--- config.mk ---
export PLATFORM = sky130hd
export DESIGN_NAME = mips_cpu_control_seq
export DESIGN_NICKNAME = d
export VERILOG_FILES = /design/src/rtl/mips_cpu_control_seq.sv
export SDC_FILE = /design/constraint.sdc
export NUM_CORES = 1
export LEC_CHECK = 0
export BUFFER_PORTS_ARGS = -buffer_cell sky130_fd_sc_hd__buf_2
export CORE_ASPECT_RATIO = 0.9
export CORE_MARGIN = 2
export CORE_UTILIZATION = 50
export CTS_BUF_LIST = sky130_fd_sc_hd__clkbuf_2
export DETAILED_ROUTE_END_ITERATION = 10
export PLACE_DENSITY = 0.83
export SYNTH_ARGS = -nofsm -noshare
export SYNTH_HDL_FRONTEND = slang
export SYNTH_SLANG_ARGS = --single-unit
--- constraint.sdc ---
create_clock -name clk -period 2.5 [get_ports clk]
set_input_delay 0.125 -clock clk [delete_from_list [all_inputs] [get_ports clk]]
set_output_delay 0.125 -clock clk [all_outputs]
set_load 0.01 [all_outputs]
--- src/rtl/mips_cpu_control_seq.sv ---
// Sequenced MIPS control unit: decodes op/funct/dest into datapath controls
// and runs a small FSM for memory waits, SB/SH read-modify-write and the
// MULT/MULTU/DIV/DIVU busy period.
// Optional feature: define UNALIGNED_TRAP_EN to trap misaligned LW/SW/LH/LHU/SH
// in DECODE (access suppressed, err set).
//
// Handshake: instr_valid marks op/funct/dest as a new instruction and is only
// looked at in DECODE. mem_waitrequest high means the memory did not accept
// the current access; the access (and its controls) is held until a cycle
// with mem_waitrequest low. stall high tells the CPU to hold PC/IR this cycle.
module mips_cpu_control_seq #(
  parameter int MULDIV_CYCLES = 32,
  parameter int MEM_WAIT_MAX  = 15,
  parameter int STATE_W       = 3
) (
  input  logic               clk,
  input  logic               reset,
  input  logic               instr_valid,
  input  logic [5:0]         op,
  input  logic [5:0]         funct,
  input  logic [4:0]         dest,
  input  logic [1:0]         addr_lo,
  input  logic               mem_waitrequest,
  output logic               regwrite,
  output logic               regdst2,
  output logic               regdst1,
  output logic               alusrc,
  output logic               branch,
  output logic               data_read,
  output logic               data_write,
  output logic               memtoreg1,
  output logic               jump1,
  output logic               jump,
  output logic [1:0]         aluop,
  output logic [2:0]         loadcontrol,
  output logic [3:0]         byteenable,
  output logic               stall,
  output logic               err,
  output logic [STATE_W-1:0] state
);

  typedef enum logic [2:0] {
    ST_DECODE   = 3'd0,
    ST_MEM_WAIT = 3'd1,
    ST_RMW_RD   = 3'd2,
    ST_RMW_WR   = 3'd3,
    ST_MULDIV   = 3'd4
  } state_t;

  typedef struct packed {
    logic       regwrite;
    logic       regdst2;
    logic       regdst1;
    logic       alusrc;
    logic       branch;
    logic       data_read;
    logic       data_write;
    logic       memtoreg1;
    logic       jump1;
    logic       jump;
    logic [1:0] aluop;
    logic [2:0] loadcontrol;
    logic [3:0] byteenable;
  } ctrl_t;

  localparam logic [7:0] MD_LOAD   = 8'(MULDIV_CYCLES - 1);
  localparam logic [7:0] WAIT_LAST = 8'(MEM_WAIT_MAX - 1);

  state_t     cur;
  ctrl_t      held;      // controls driven in every non-DECODE state
  ctrl_t      dec;       // combinational decode of the current fields
  ctrl_t      wr_ctrl;   // controls for the RMW write phase
  ctrl_t      out;
  logic [7:0] wait_cnt;
  logic [7:0] md_cnt;
  logic [3:0] lat_be;    // RMW byte lanes, captured with addr_lo at decode
  logic [3:0] rmw_be_dec;
  logic       is_mem;
  logic       is_rmw;
  logic       is_muldiv;
  logic       trap;
  logic       wait_last;

  assign wait_last = (wait_cnt == WAIT_LAST);

`ifdef UNALIGNED_TRAP_EN
  assign trap = (((op == 6'b100011) || (op == 6'b101011)) && (addr_lo != 2'b00)) ||
                (((op == 6'b100001) || (op == 6'b100101) || (op == 6'b101001)) && addr_lo[0]);
`else
  assign trap = 1'b0;
`endif

  // Main decode: instruction fields to controls and instruction class
  always_comb begin
    dec        = '0;
    is_mem     = 1'b0;
    is_rmw     = 1'b0;
    is_muldiv  = 1'b0;
    rmw_be_dec = 4'b0000;
    case (op)
      6'b000000: begin
        case (funct)
          6'b001000: begin dec.jump1 = 1'b1; dec.jump = 1'b1; end
          6'b001001: begin
            dec.regwrite = 1'b1; dec.regdst1 = 1'b1; dec.jump1 = 1'b1; dec.jump = 1'b1;
          end
          6'b010001, 6'b010011: dec.aluop = 2'b10;
          6'b011000, 6'b011001, 6'b011010, 6'b011011: begin
            dec.aluop = 2'b10; is_muldiv = 1'b1;
          end
          default: begin dec.regwrite = 1'b1; dec.regdst1 = 1'b1; dec.aluop = 2'b10; end
        endcase
      end
      6'b000001: begin
        case (dest)
          5'b00000, 5'b00001: begin dec.branch = 1'b1; dec.aluop = 2'b01; end
          5'b10000, 5'b10001: begin
            dec.branch = 1'b1; dec.aluop = 2'b01; dec.regwrite = 1'b1; dec.regdst2 = 1'b1;
          end
          default: ;
        endcase
      end
      6'b000010: dec.jump = 1'b1;
      6'b000011: begin dec.jump = 1'b1; dec.regwrite = 1'b1; dec.regdst2 = 1'b1; end
      6'b000100, 6'b000101, 6'b000110, 6'b000111: begin dec.branch = 1'b1; dec.aluop = 2'b01; end
      6'b001000, 6'b001001, 6'b001010, 6'b001011, 6'b001100, 6'b001101, 6'b001110: begin
        dec.regwrite = 1'b1; dec.alusrc = 1'b1; dec.aluop = 2'b10;
      end
      6'b001111: begin dec.regwrite = 1'b1; dec.alusrc = 1'b1; dec.aluop = 2'b11; end
      6'b100000, 6'b100001, 6'b100010, 6'b100011, 6'b100100, 6'b100101, 6'b100110: begin
        dec.regwrite = 1'b1; dec.alusrc = 1'b1; dec.data_read = 1'b1; dec.memtoreg1 = 1'b1;
        is_mem = 1'b1;
        case (op[2:0])
          3'b000:  dec.loadcontrol = 3'b000;
          3'b001:  dec.loadcontrol = 3'b010;
          3'b010:  dec.loadcontrol = 3'b110;
          3'b011:  dec.loadcontrol = 3'b101;
          3'b100:  dec.loadcontrol = 3'b001;
          3'b101:  dec.loadcontrol = 3'b011;
          default: dec.loadcontrol = 3'b111;
        endcase
      end
      6'b101011: begin
        dec.alusrc = 1'b1; dec.data_write = 1'b1; dec.byteenable = 4'b1111; is_mem = 1'b1;
      end
      6'b101000, 6'b101001: begin
        // SB/SH start by reading the word they will partially overwrite
        dec.alusrc = 1'b1; dec.data_read = 1'b1; is_rmw = 1'b1;
        if (op[0]) rmw_be_dec = addr_lo[1] ? 4'b1100 : 4'b0011;
        else       rmw_be_dec = 4'b0001 << addr_lo;
      end
      default: ;
    endcase
  end

  // Controls used during the RMW write phase
  always_comb begin
    wr_ctrl            = '0;
    wr_ctrl.alusrc     = 1'b1;
    wr_ctrl.data_write = 1'b1;
    wr_ctrl.byteenable = lat_be;
  end

  // Output select: live decode in DECODE, held registers elsewhere
  always_comb begin
    out   = '0;
    stall = 1'b0;
    if (!reset) begin
      case (cur)
        ST_DECODE: begin
          if (instr_valid) begin
            out = dec;
            if (trap) begin
              out.regwrite   = 1'b0;
              out.data_read  = 1'b0;
              out.data_write = 1'b0;
            end else if (is_mem) begin
              stall = mem_waitrequest;
            end else if (is_rmw || is_muldiv) begin
              stall = 1'b1;
            end
          end
        end
        ST_MEM_WAIT, ST_RMW_WR: begin
          out   = held;
          stall = mem_waitrequest && !wait_last;
        end
        // the read phase always stalls unless it is giving up on a timeout
        ST_RMW_RD: begin
          out   = held;
          stall = !(mem_waitrequest && wait_last);
        end
        ST_MULDIV: begin
          out   = held;
          stall = (md_cnt != 8'd0);
        end
        default: ;
      endcase
    end
  end

  // Sequencer: state, held controls, wait/busy counters, sticky error
  always_ff @(posedge clk) begin
    if (reset) begin
      cur      <= ST_DECODE;
      held     <= '0;
      wait_cnt <= '0;
      md_cnt   <= '0;
      lat_be   <= '0;
      err      <= 1'b0;
    end else begin
      case (cur)
        ST_DECODE: begin
          wait_cnt <= '0;
          if (instr_valid) begin
            if (trap) begin
              err <= 1'b1;
            end else if (is_mem && mem_waitrequest) begin
              held <= dec;
              cur  <= ST_MEM_WAIT;
            end else if (is_rmw) begin
              held   <= dec;
              lat_be <= rmw_be_dec;
              cur    <= ST_RMW_RD;
            end else if (is_muldiv) begin
              held   <= '0;
              md_cnt <= MD_LOAD;
              cur    <= ST_MULDIV;
            end
          end
        end
        ST_MEM_WAIT, ST_RMW_WR: begin
          if (!mem_waitrequest) begin
            held <= '0;
            cur  <= ST_DECODE;
          end else if (wait_last) begin
            err  <= 1'b1;
            held <= '0;
            cur  <= ST_DECODE;
          end else begin
            wait_cnt <= wait_cnt + 8'd1;
          end
        end
        ST_RMW_RD: begin
          if (!mem_waitrequest) begin
            held     <= wr_ctrl;
            wait_cnt <= '0;
            cur      <= ST_RMW_WR;
          end else if (wait_last) begin
            err  <= 1'b1;
            held <= '0;
            cur  <= ST_DECODE;
          end else begin
            wait_cnt <= wait_cnt + 8'd1;
          end
        end
        ST_MULDIV: begin
          if (md_cnt == 8'd0) cur <= ST_DECODE;
          else                md_cnt <= md_cnt - 8'd1;
        end
        default: begin
          held <= '0;
          cur  <= ST_DECODE;
        end
      endcase
    end
  end

  assign regwrite    = out.regwrite;
  assign regdst2     = out.regdst2;
  assign regdst1     = out.regdst1;
  assign alusrc      = out.alusrc;
  assign branch      = out.branch;
  assign data_read   = out.data_read;
  assign data_write  = out.data_write;
  assign memtoreg1   = out.memtoreg1;
  assign jump1       = out.jump1;
  assign jump        = out.jump;
  assign aluop       = out.aluop;
  assign loadcontrol = out.loadcontrol;
  assign byteenable  = out.byteenable;
  assign state       = STATE_W'(cur);

endmodule

==> results of run 1 <==
==> area by class of cell <==
cell class,instances,area (µm²)
fill,476,1998
multi-input combinational,261,1579
sequential,43,862.1
timing repair buffer,54,299.0
tap,65,81.33
inverter,11,41.29
clock inverter,3,38.79
clock buffer,5,25.02
==> final timing paths <==
kind,end,cells after the start,start
worst max-delay path,loadcontrol[1],6,state[1]
worst min-delay path,lat_be[2],4,addr_lo[0]
worst max register to register,md_cnt[2],5,state[1]
worst min register to register,held[4],2,held[4]
==> layer usage <==
| layer | share of wire (%) | vias up |
|---|---|---|
| li1 | - | 1303 |
| met1 | 47 | 1218 |
| met2 | 46 | 90 |
| met3 | 5.9 | 10 |
| met4 | 1.1 | 0 |
| met5 | 0 | - |
==> placed cells by master, fill, tap and decap left out, types with 2 or more instances in the layout <==
master and count:
nand2b_1 4, a211oi_1 4, o21bai_1 3, nor3_1 12, xnor2_1 2, dfxtp_1 42
or3_1 6, a41o_1 2, a21o_1 5, a311oi_1 6, ha_1 4, a2bb2oi_1 2
or2_2 3, a21oi_1 38, a22oi_1 5, buf_2 45, o21ai_0 16, nor4_1 5
a31oi_1 4, clkbuf_2 5, nand4_1 5, nand3_1 13, nor3b_1 2, xor2_1 2
nor2_1 43, buf_4 7, and2_1 9, nand3b_1 4, inv_1 11, a22o_1 6
nand2_1 30
==> report_power, final <==
part | leakage (nW) | internal, W | switching, W
registers | 0.347 | 0.000690 | 0.00000161
clock network | 0.0404 | 0.000164 | 0.000235
logic | 0.793 | 0.0000434 | 0.0000808
==> metrics by stage <==
step	TNS, ns	setup slack, ns	util (%)	cells	hold WS [ns]
after global placement	0	0.3599	57.60	432	0.4172
final	0	0.1343	59.43	442	0.005437
after global routing	0	0.009979	59.43	442	0.002895
after floorplan	0	0.5048	-	336	0.2769
after CTS	-0.02044	-0.02044	59.12	441	0.006333
after detailed placement	0	0.2781	57.60	432	0.4195
==> flip-flops by register name (all words and copies together), names as in the netlist <==
signal,count
held,19
md_cnt,8
wait_cnt,8
lat_be,4
state,3
err,1
==> worst max-delay path: stages (launching register included) <==
cell and delay [ns]:
dfxtp_2 0.43, or4b_4 0.62, nor4_4 0.29, buf_4 0.18, a22oi_1 0.06, nor2_1 0.10
buf_2 0.15
==> kinds of logic after synthesis <==
family          after synthesis  share of synthesized area (%)
flops                        43                          33.30
fa+ha+maj                     4                          1.936
xor+xnor                      4                          1.356
compound gates              107                          28.56
simple gates                146                          29.09
buf+inv                      32                          5.760
==> timing repair <==
item	4_1_cts	5_1_grt
hold buffers	1	0
setup endpoints to repair	2	20
gates cloned	0	0
endpoints found under the hold margin	4	0
setup buffers	0	1
pin swaps	1	1
resized for setup	1	3
==> synthesized netlist by cell type, types with 2 or more instances <==
cell type  count
nand3_1       13
a2111oi_0      2
ha_1           4
nand4_1        5
a2bb2oi_1      2
a22o_1         6
nand3b_1       4
a21o_1         5
dfxtp_1       43
xnor2_1        2
nand2_1       30
o21ai_0       16
clkbuf_1      11
nand2b_1       4
buf_6          3
a22oi_1        5
a211oi_1       4
nor2_1        44
a31oi_1        4
inv_1         11
nor4_1         5
and2_1         9
or3_1          6
nor3b_1        2
nor3_1        12
xor2_1         2
buf_2          5
buf_1          2
or2_2          3
a311oi_1       6
o21bai_1       3
a41o_1         2
a21oi_1       38
==> impl_metrics.csv, run 1 <==
group,metric,value,unit
outcome,run_status,"finished clean",
logic_synthesis,postSynth.asyncResetShare,0,%
sta,achievable-frequency,422.7,MHz
setup_path,setup.worst_path.end_class,"output pin",
place,gp_routability_congestion,0.9242,
setup_path,worst-endpoint-arrival,2.24,ns
cells_and_area,antenna_cells,0,
floorplan,core_area,4925,µm²
logic_synthesis,synth_cell_type_count,56,
global_route,grt.met3_usage,3.731,%
detailed_routing,vias,2621,
floorplan,floorplan.die.height,72.21,µm
setup_path,crit_path_start_kind,"flop",
place,dp_hpwl,4439,µm
detailed_routing,remaining_drc_errors,0,
sta,slew_viol_final,0,
sta,setup_repair_after_global_routing_missed_its_margin,"false",
clock_network,clock_latency,0.42,ns
floorplan,std_cell_rows,24,
pwr,vdd_drop_max,0.0004084,V
logic_synthesis,postSynthCellCount,336,
logic_synthesis,synth_edf_count,0,
floorplan,chipWidth,79.79,µm
global_route,grt_max_degree,27,
worst_hold_path,hold_path_class,"primary input to flop",
global_route,grt-busiest-layer,"met2",
clock_network,clk_pin_slew,0.22,ns
pwr,power_density,415.3,nW/µm²
global_route,global_route.usage.met1,30.86,%
clock_network,cts_max_level,2,
cells_and_area,fraction_of_final_layout_cells_with_drive_strength_greater_than_1,20.69,%
setup_path,r2r_slack,0.44,ns
sta,tightestPinTransition,0.7702,ns
sta,final.min_clock_period,2.366,ns
pwr,post-layout-total-power,0.001215,W
floorplan,floorplan.initialDensity,52.49,%
job,drv.max_cap_violation_count,0,
logic_synthesis,yosysWarningCount,0,
logic_synthesis,synth_sequential_area_ratio,33.30,%
floorplan,die_area,5762,µm²
sta,period_share,94.63,%
logic_synthesis,synthTopCellsByArea,"dfxtp_1 33%, a21oi_1 7.4%, nor2_1 6.4%",
setup_path,crit_fanout,13,
floorplan,top_level_ports,47,
sta,slew_headroom,47.32,%
cells_and_area,area_growth,13.21,%
logic_synthesis,synth_top_area_share,33.30,%
clock_network,numCtsBuffers,5,
global_route,met2_usage,36.60,%
clock_network,cts-root-to-sink-buffers,2,
detailed_routing,post_detailed_route_wirelength_per_cell,14.02,µm
pwr,leakage,1.181,nW
place,detailed_place.area,2836,µm²
sta,report.final.hold_viol_count,0,
detailed_routing,post_drt_via_cell_ratio,5.930,
logic_synthesis,synth.cell_area,2585,µm²
detailed_routing,drt-pass1-iter-count,5,
setup_path,timing_worst_setup_path_type,"flop to output pin",
detailed_routing,dr.first_iter.drc_count,156,
global_route,initial_antenna_violation_count,0,
logic_synthesis,syn_avg_cell_area,7.693,µm²
clock_network,cts.sinks,43,
cells_and_area,layout.nets,403,
global_route,grt_usage,22.29,%
logic_synthesis,syn-num-nets,363,
logic_synthesis,dominantRegCellSynth,"dfxtp_1",
clock_network,tritoncts_clock_tree,"yes",
global_route,grt_overflow_total,0,
cells_and_area,stdcell_area,2927,µm²
sta,setup_viol,0,
global_route,via_count_of_the_first_global_routing_pass,2267,
detailed_routing,final_antenna_net_count,0,
sta,fin_worst_skew,0.01404,ns
logic_synthesis,yosys_register_bits,43,
setup_path,critPathRequiredTime,2.38,ns
global_route,global_route_wire_length_before_repair,10410,µm
detailed_routing,wl,6196,µm
clock_network,ctsRootBufferMaster,"clkbuf_2",
place,port_buffers,45,
logic_synthesis,synth_top_cell_by_area,"dfxtp_1",
(Power assumes the default switching activity.)
==> inputs of run 2 (changes only) <==
- CORE_UTILIZATION: 50 -> 52
- PLACE_DENSITY: 0.83 -> 0.85
- clock period: 2.5 -> 2.45 ns (I/O delays scaled with it)
==> impl_metrics.csv, run 2 (synthesis gave the netlist of run 1 again) <==
group,metric,value,unit
floorplan,floorplan.die.height,70.89,µm
worst_hold_path,hold_critical_path_depth,3,
detailed_routing,wl,6346,µm
cells_and_area,antenna_cells,0,
clock_network,clock_latency,0.43,ns
setup_path,r2r_slack,0.30,ns
cells_and_area,area_growth,15.68,%
global_route,grt_usage,23.66,%
cells_and_area,layout_common_cells,"45 x buf_2, 43 x nor2_1, 43 x dfxtp_1, 38 x a21oi_1, 30 x nand2_1",
sta,tightestPinTransition,0.9216,ns
pwr,post-layout-total-power,0.001258,W
cells_and_area,reg_top3,"held: 19 flops, md_cnt: 8 flops, wait_cnt: 8 flops",
setup_path,timing_worst_setup_path_type,"flop to output pin",
place,detailed_place.area,2844,µm²
pwr,leakage,1.212,nW
detailed_routing,vias,2660,
worst_hold_path,hold_path_class,"primary input to flop",
sta,period_share,95.32,%
floorplan,core_area,4805,µm²
sta,slew_viol_final,0,
cells_and_area,layout_commonest_cell,"buf_2",
clock_network,cts_max_level,2,
clock_network,clk_pin_slew,0.22,ns
detailed_routing,final_antenna_net_count,0,
sta,achievable-frequency,428.2,MHz
setup_path,worstReg2RegEnd,"md_cnt[3]",
detailed_routing,post_detailed_route_wirelength_per_cell,14.20,µm
setup_path,worst-endpoint-arrival,2.21,ns
setup_path,critical_path.reg2reg.startpoint,"state[2]",
cells_and_area,layout.nets,408,
clock_network,numCtsBuffers,5,
sta,setup_viol,0,
worst_hold_path,worst_hold_path.endpoint,"state[2]",
floorplan,std_cell_rows,24,
clock_network,ctsRootBufferMaster,"clkbuf_2",
setup_path,worst-r2r-cell-count,6,
global_route,grt_overflow_total,0,
floorplan,die_area,5552,µm²
sta,report.final.hold_viol_count,0,
sta,fin_ws,0.1148,ns
pwr,vdd_drop_max,0.0003429,V
job,drv.max_cap_violation_count,0,
cells_and_area,stdcell_area,2990,µm²
floorplan,floorplan.initialDensity,53.80,%
detailed_routing,drt-pass1-iter-count,5,
outcome,run_status,"finished clean",
sta,final.min_clock_period,2.335,ns
sta,fin_worst_skew,0.02906,ns
worst_hold_path,min-delay-start,"funct[4]",
place,dp_hpwl,4430,µm
global_route,global_route_wire_length_before_repair,10730,µm
clock_network,cts-root-to-sink-buffers,2,
sta,hold_slack,0.05661,ns
cells_and_area,fraction_of_final_layout_cells_with_drive_strength_greater_than_1,21.73,%
setup_path,crit_path_start_kind,"flop",
pwr,power_density,420.7,nW/µm²
setup_path,critPathRequiredTime,2.33,ns
place,place_worst_setup_slack,0.3351,ns
detailed_routing,dr.first_iter.drc_count,190,
cells_and_area,largest_register_ffs,19,
setup_path,setup.worst_path.end_class,"output pin",
floorplan,top_level_ports,47,
sta,slew_headroom,37.99,%
setup_path,crit_fanout,9,
place,gp_routability_congestion,0.9073,
global_route,initial_antenna_violation_count,0,
global_route,via_count_of_the_first_global_routing_pass,2363,
clock_network,tritoncts_clock_tree,"yes",
clock_network,cts.sinks,43,
global_route,grt_max_degree,27,
detailed_routing,post_drt_via_cell_ratio,5.951,
floorplan,chipWidth,78.32,µm
detailed_routing,remaining_drc_errors,0,
cells_and_area,registers.top_by_ff_count,"held",
place,port_buffers,45,
cells_and_area,fillers,453,
[run 2: changes by cell type in the layout (fill, tap and decap cells not counted), sizes merged]
cell	delta
dlygate4sd3	+1
buf	+4
[run 2: worst max-delay path by stage]
stage / start / end / slack, ns / cells after the start
after floorplan: state[2] / md_cnt[3] / 0.45 / 6
after global placement: op[0] / held[0] / 0.39 / 6
after detailed placement: op[3] / held[1] / 0.34 / 6
after CTS: state[0] / loadcontrol[0] / 0.005 / 5
after global routing: state[0] / data_read / -0.0003 / 6
final: state[2] / data_read / 0.11 / 6
[run 2: layout make-up]
type | instances | area, µm² | share of cell area, %
timing repair buffer | 59 | 339.1 | 11.34
sequential | 43 | 860.8 | 28.79
multi-input combinational | 261 | 1599 | 53.47
inverter | 11 | 41.29 | 1.381
clock buffer | 5 | 25.02 | 0.8368
tap | 65 | 81.33 | 2.720
clock inverter | 3 | 43.79 | 1.464
[run 2: worst max-delay path: stages, from the launching register on]
cell      delay [ns]
dfxtp_1         0.37
or4b_4          0.62
nor4_4          0.32
buf_4           0.18
a211oi_1        0.05
nor2_1          0.10
buf_2           0.15
[run 2: metrics by stage]
stage                     util [%]  cells  setup TNS (ns)
after floorplan                  -    336               0
after global placement       59.19    433               0
after detailed placement     59.19    433               0
after CTS                    61.09    443               0
after global routing         62.24    447      -0.0003106
final                        62.24    447               0
[run 2: what timing repair did]
| item | CTS | global route |
|---|---|---|
| setup buffers | 0 | 4 |
| hold buffers | 2 | 0 |
| gates resized for setup | 1 | 5 |
| pin swaps | 1 | 2 |
| endpoints found under the hold margin | 4 | 0 |
| setup endpoints to repair | 2 | 8 |
[run 2: layer usage]
layer	GRT usage [%]	wire (µm)	up-vias
met5	0	0	-
met4	7.602	83	0
met3	3.954	436	14
met2	39.08	2926	116
met1	31.79	2900	1211
li1	-	-	1319
[run 2: power by group]
part           total (W)  internal (W)  switching (W)  leakage, nW
logic           0.000132     0.0000489      0.0000831        0.822
registers       0.000706      0.000704     0.00000165        0.346
clock network   0.000420      0.000173       0.000247       0.0429
total            0.00126      0.000926       0.000332         1.21
==> inputs of run 3 (changes only) <==
- BUFFER_PORTS_ARGS: -buffer_cell sky130_fd_sc_hd__buf_2 -> unset
- CORE_ASPECT_RATIO: 0.9 -> 1.4
- DONT_BUFFER_PORTS: unset -> 1
- PLACE_DENSITY: 0.85 -> 0.77
==> impl_metrics.csv, run 3 (synthesis gave the netlist of run 1 again) <==
group,metric,value,unit
outcome,run_status,"finished clean",
setup_path,crit_fanout,13,
pwr,power_density,400.8,nW/µm²
setup_path,worstReg2RegEnd,"held[4]",
place,dp_hpwl,4507,µm
worst_hold_path,worst_hold_path.endpoint,"held[12]",
global_route,via_count_of_the_first_global_routing_pass,2322,
setup_path,setup.worst_path.end_class,"output pin",
detailed_routing,post_detailed_route_wirelength_per_cell,15.89,µm
setup_path,critPathRequiredTime,2.33,ns
detailed_routing,dr.first_iter.drc_count,172,
setup_path,cp_cell_sequence,"or4b_4 -> nor4_4 -> buf_4 -> a211oi_1 -> nor2_1",
place,gp_routability_congestion,0.7970,
worst_hold_path,hold_critical_path_depth,2,
sta,slew_viol_final,0,
sta,setup_tns,0,ns
clock_network,numCtsBuffers,5,
clock_network,cts-root-to-sink-buffers,2,
sta,fin_worst_skew,0.01652,ns
setup_path,timing_worst_setup_path_type,"flop to output pin",
setup_path,crit_buf_inv,1,
setup_path,crit_path_max_incr_delay,0.66,ns
sta,period_share,96.41,%
sta,achievable-frequency,423.4,MHz
floorplan,floorplan.initialDensity,53.80,%
cells_and_area,area_growth,7.212,%
sta,report.final.hold_viol_count,0,
cells_and_area,layout.nets,369,
setup_path,crit_path_start_kind,"flop",
sta,slew_headroom,35.79,%
sta,setup_viol,0,
clock_network,cts.sinks,43,
global_route,initial_antenna_violation_count,0,
cells_and_area,layout_common_cells,"43 x nor2_1, 43 x dfxtp_1, 38 x a21oi_1, 30 x nand2_1, 16 x o21ai_0",
detailed_routing,drt-pass1-iter-count,4,
global_route,grt_overflow_total,0,
floorplan,chipWidth,63.59,µm
pwr,leakage,1.008,nW
global_route,global_route_wire_length_before_repair,10630,µm
sta,setup_repair_after_global_routing_missed_its_margin,"false",
detailed_routing,vias,2495,
setup_path,critical_path.reg2reg.startpoint,"state[2]",
floorplan,top_level_ports,47,
pwr,vdd_drop_max,0.0002106,V
clock_network,tritoncts_clock_tree,"yes",
global_route,grt_max_degree,25,
floorplan,std_cell_rows,30,
floorplan,core_area,4805,µm²
sta,final.min_clock_period,2.362,ns
cells_and_area,fraction_of_final_layout_cells_with_drive_strength_greater_than_1,10.79,%
clock_network,clk_pin_slew,0.22,ns
job,drv.max_cap_violation_count,0,
detailed_routing,post_drt_via_cell_ratio,6.130,
global_route,grt_usage,23.80,%
place,port_buffers,0,
floorplan,floorplan.die.height,87.43,µm
cells_and_area,area_of_combinational_cells_with_multiple_inputs,1579,µm²
setup_path,worst-endpoint-arrival,2.24,ns
cells_and_area,fillers,473,
worst_hold_path,min-delay-start,"mem_waitrequest",
clock_network,cts_max_level,2,
cells_and_area,antenna_cells,0,
cells_and_area,finish.utilization,57.68,%
cells_and_area,seqCellArea,860.8,µm²
clock_network,ctsRootBufferMaster,"clkbuf_2",
cells_and_area,registers.top_by_ff_count,"held",
setup_path,worst-r2r-cell-count,6,
floorplan,die_area,5559,µm²
detailed_routing,final_antenna_net_count,0,
cells_and_area,largest_register_ffs,19,
clock_network,clock_latency,0.40,ns
detailed_routing,remaining_drc_errors,0,
cells_and_area,reg_top3,"held: 19 flops, md_cnt: 8 flops, wait_cnt: 8 flops",
setup_path,gate_family_responsible_for_the_most_delay_along_the_worst_path,"simple AND/OR/NAND/NOR gates",
setup_path,cpMaxStageDelayCell,"or4b_4",
sta,tightestPinTransition,0.9600,ns
worst_hold_path,hold_path_class,"primary input to flop",
setup_path,r2r_slack,0.37,ns
detailed_routing,wl,6466,µm
-- run 3: cell types whose count changed in the layout (fill, tap and decap cells not counted), sizes merged --
cell         change
clkbuf           +2
clkinv           -1
buf             -45
bufinv           -1
dlygate4sd3      +6
-- run 3: layer usage --
metal	wire length (µm)	GRT usage [%]	share of wire, %	vias to the layer above
li1	-	-	-	1241
met5	0	0	0	-
met1	2610	25.96	40	1156
met4	142	10.87	2.2	0
met3	453	4.916	7.0	12
met2	3258	43.83	50	86
-- run 3: worst register-to-register path, stage by stage, from the launching register on --
cell and delay [ns]:
dfxtp_1 0.36, or4b_4 0.66, nor4_4 0.39, buf_4 0.19, o211a_1 0.23, o21ai_0 0.10, o21ai_0 0.08
-- run 3: repair_timing --
item	in CTS	in global routing
setup buffers	0	1
hold endpoints to repair	33	0
hold buffers	8	0
resized for setup	0	2
endpoints found under the setup margin	0	19
-- run 3: per-stage QoR --
| stage | cells | setup slack [ns] | hold slack, ns | total power, W | instance area, µm² |
|---|---|---|---|---|---|
| floorplan | 336 | 0.4548 | 0.2744 | 0.0008049 | 2585 |
| global placement | 390 | 0.4789 | 0.1960 | 0.0007961 | 2640 |
| detailed placement | 390 | 0.4289 | 0.1993 | 0.0007970 | 2640 |
| CTS | 406 | 0.03339 | 0.008082 | 0.001114 | 2760 |
| global route | 407 | 0.01236 | 0.01240 | 0.001151 | 2771 |
| finish | 407 | 0.08798 | 0.02089 | 0.001111 | 2771 |
-- run 3: how the worst max path moves through the flow --
| stage | start | to | slack [ns] | cells after the start |
|---|---|---|---|---|
| finish | state[2] | data_read | 0.09 | 5 |
| global route | state[2] | loadcontrol[0] | 0.01 | 4 |
| CTS | state[2] | alusrc | 0.03 | 4 |
| detailed placement | state[2] | md_cnt[3] | 0.43 | 6 |
| global placement | state[2] | md_cnt[3] | 0.48 | 6 |
| floorplan | state[2] | md_cnt[3] | 0.45 | 6 |
-- run 3: layout make-up --
class                           count  share of cell area [%]
Clock buffer                        7                   1.264
Clock inverter                      1                  0.1806
Inverter                           11                   1.490
Multi-Input combinational cell    261                   56.97
Sequential cell                    43                   31.06
Tap cell                           64                   2.889
Timing Repair Buffer               20                   6.140
-- run 3: power breakdown --
group          switching [W]  internal [W]
clock network       0.000227     0.0000781
logic              0.0000614     0.0000388
registers         0.00000169      0.000704
total               0.000290      0.000821
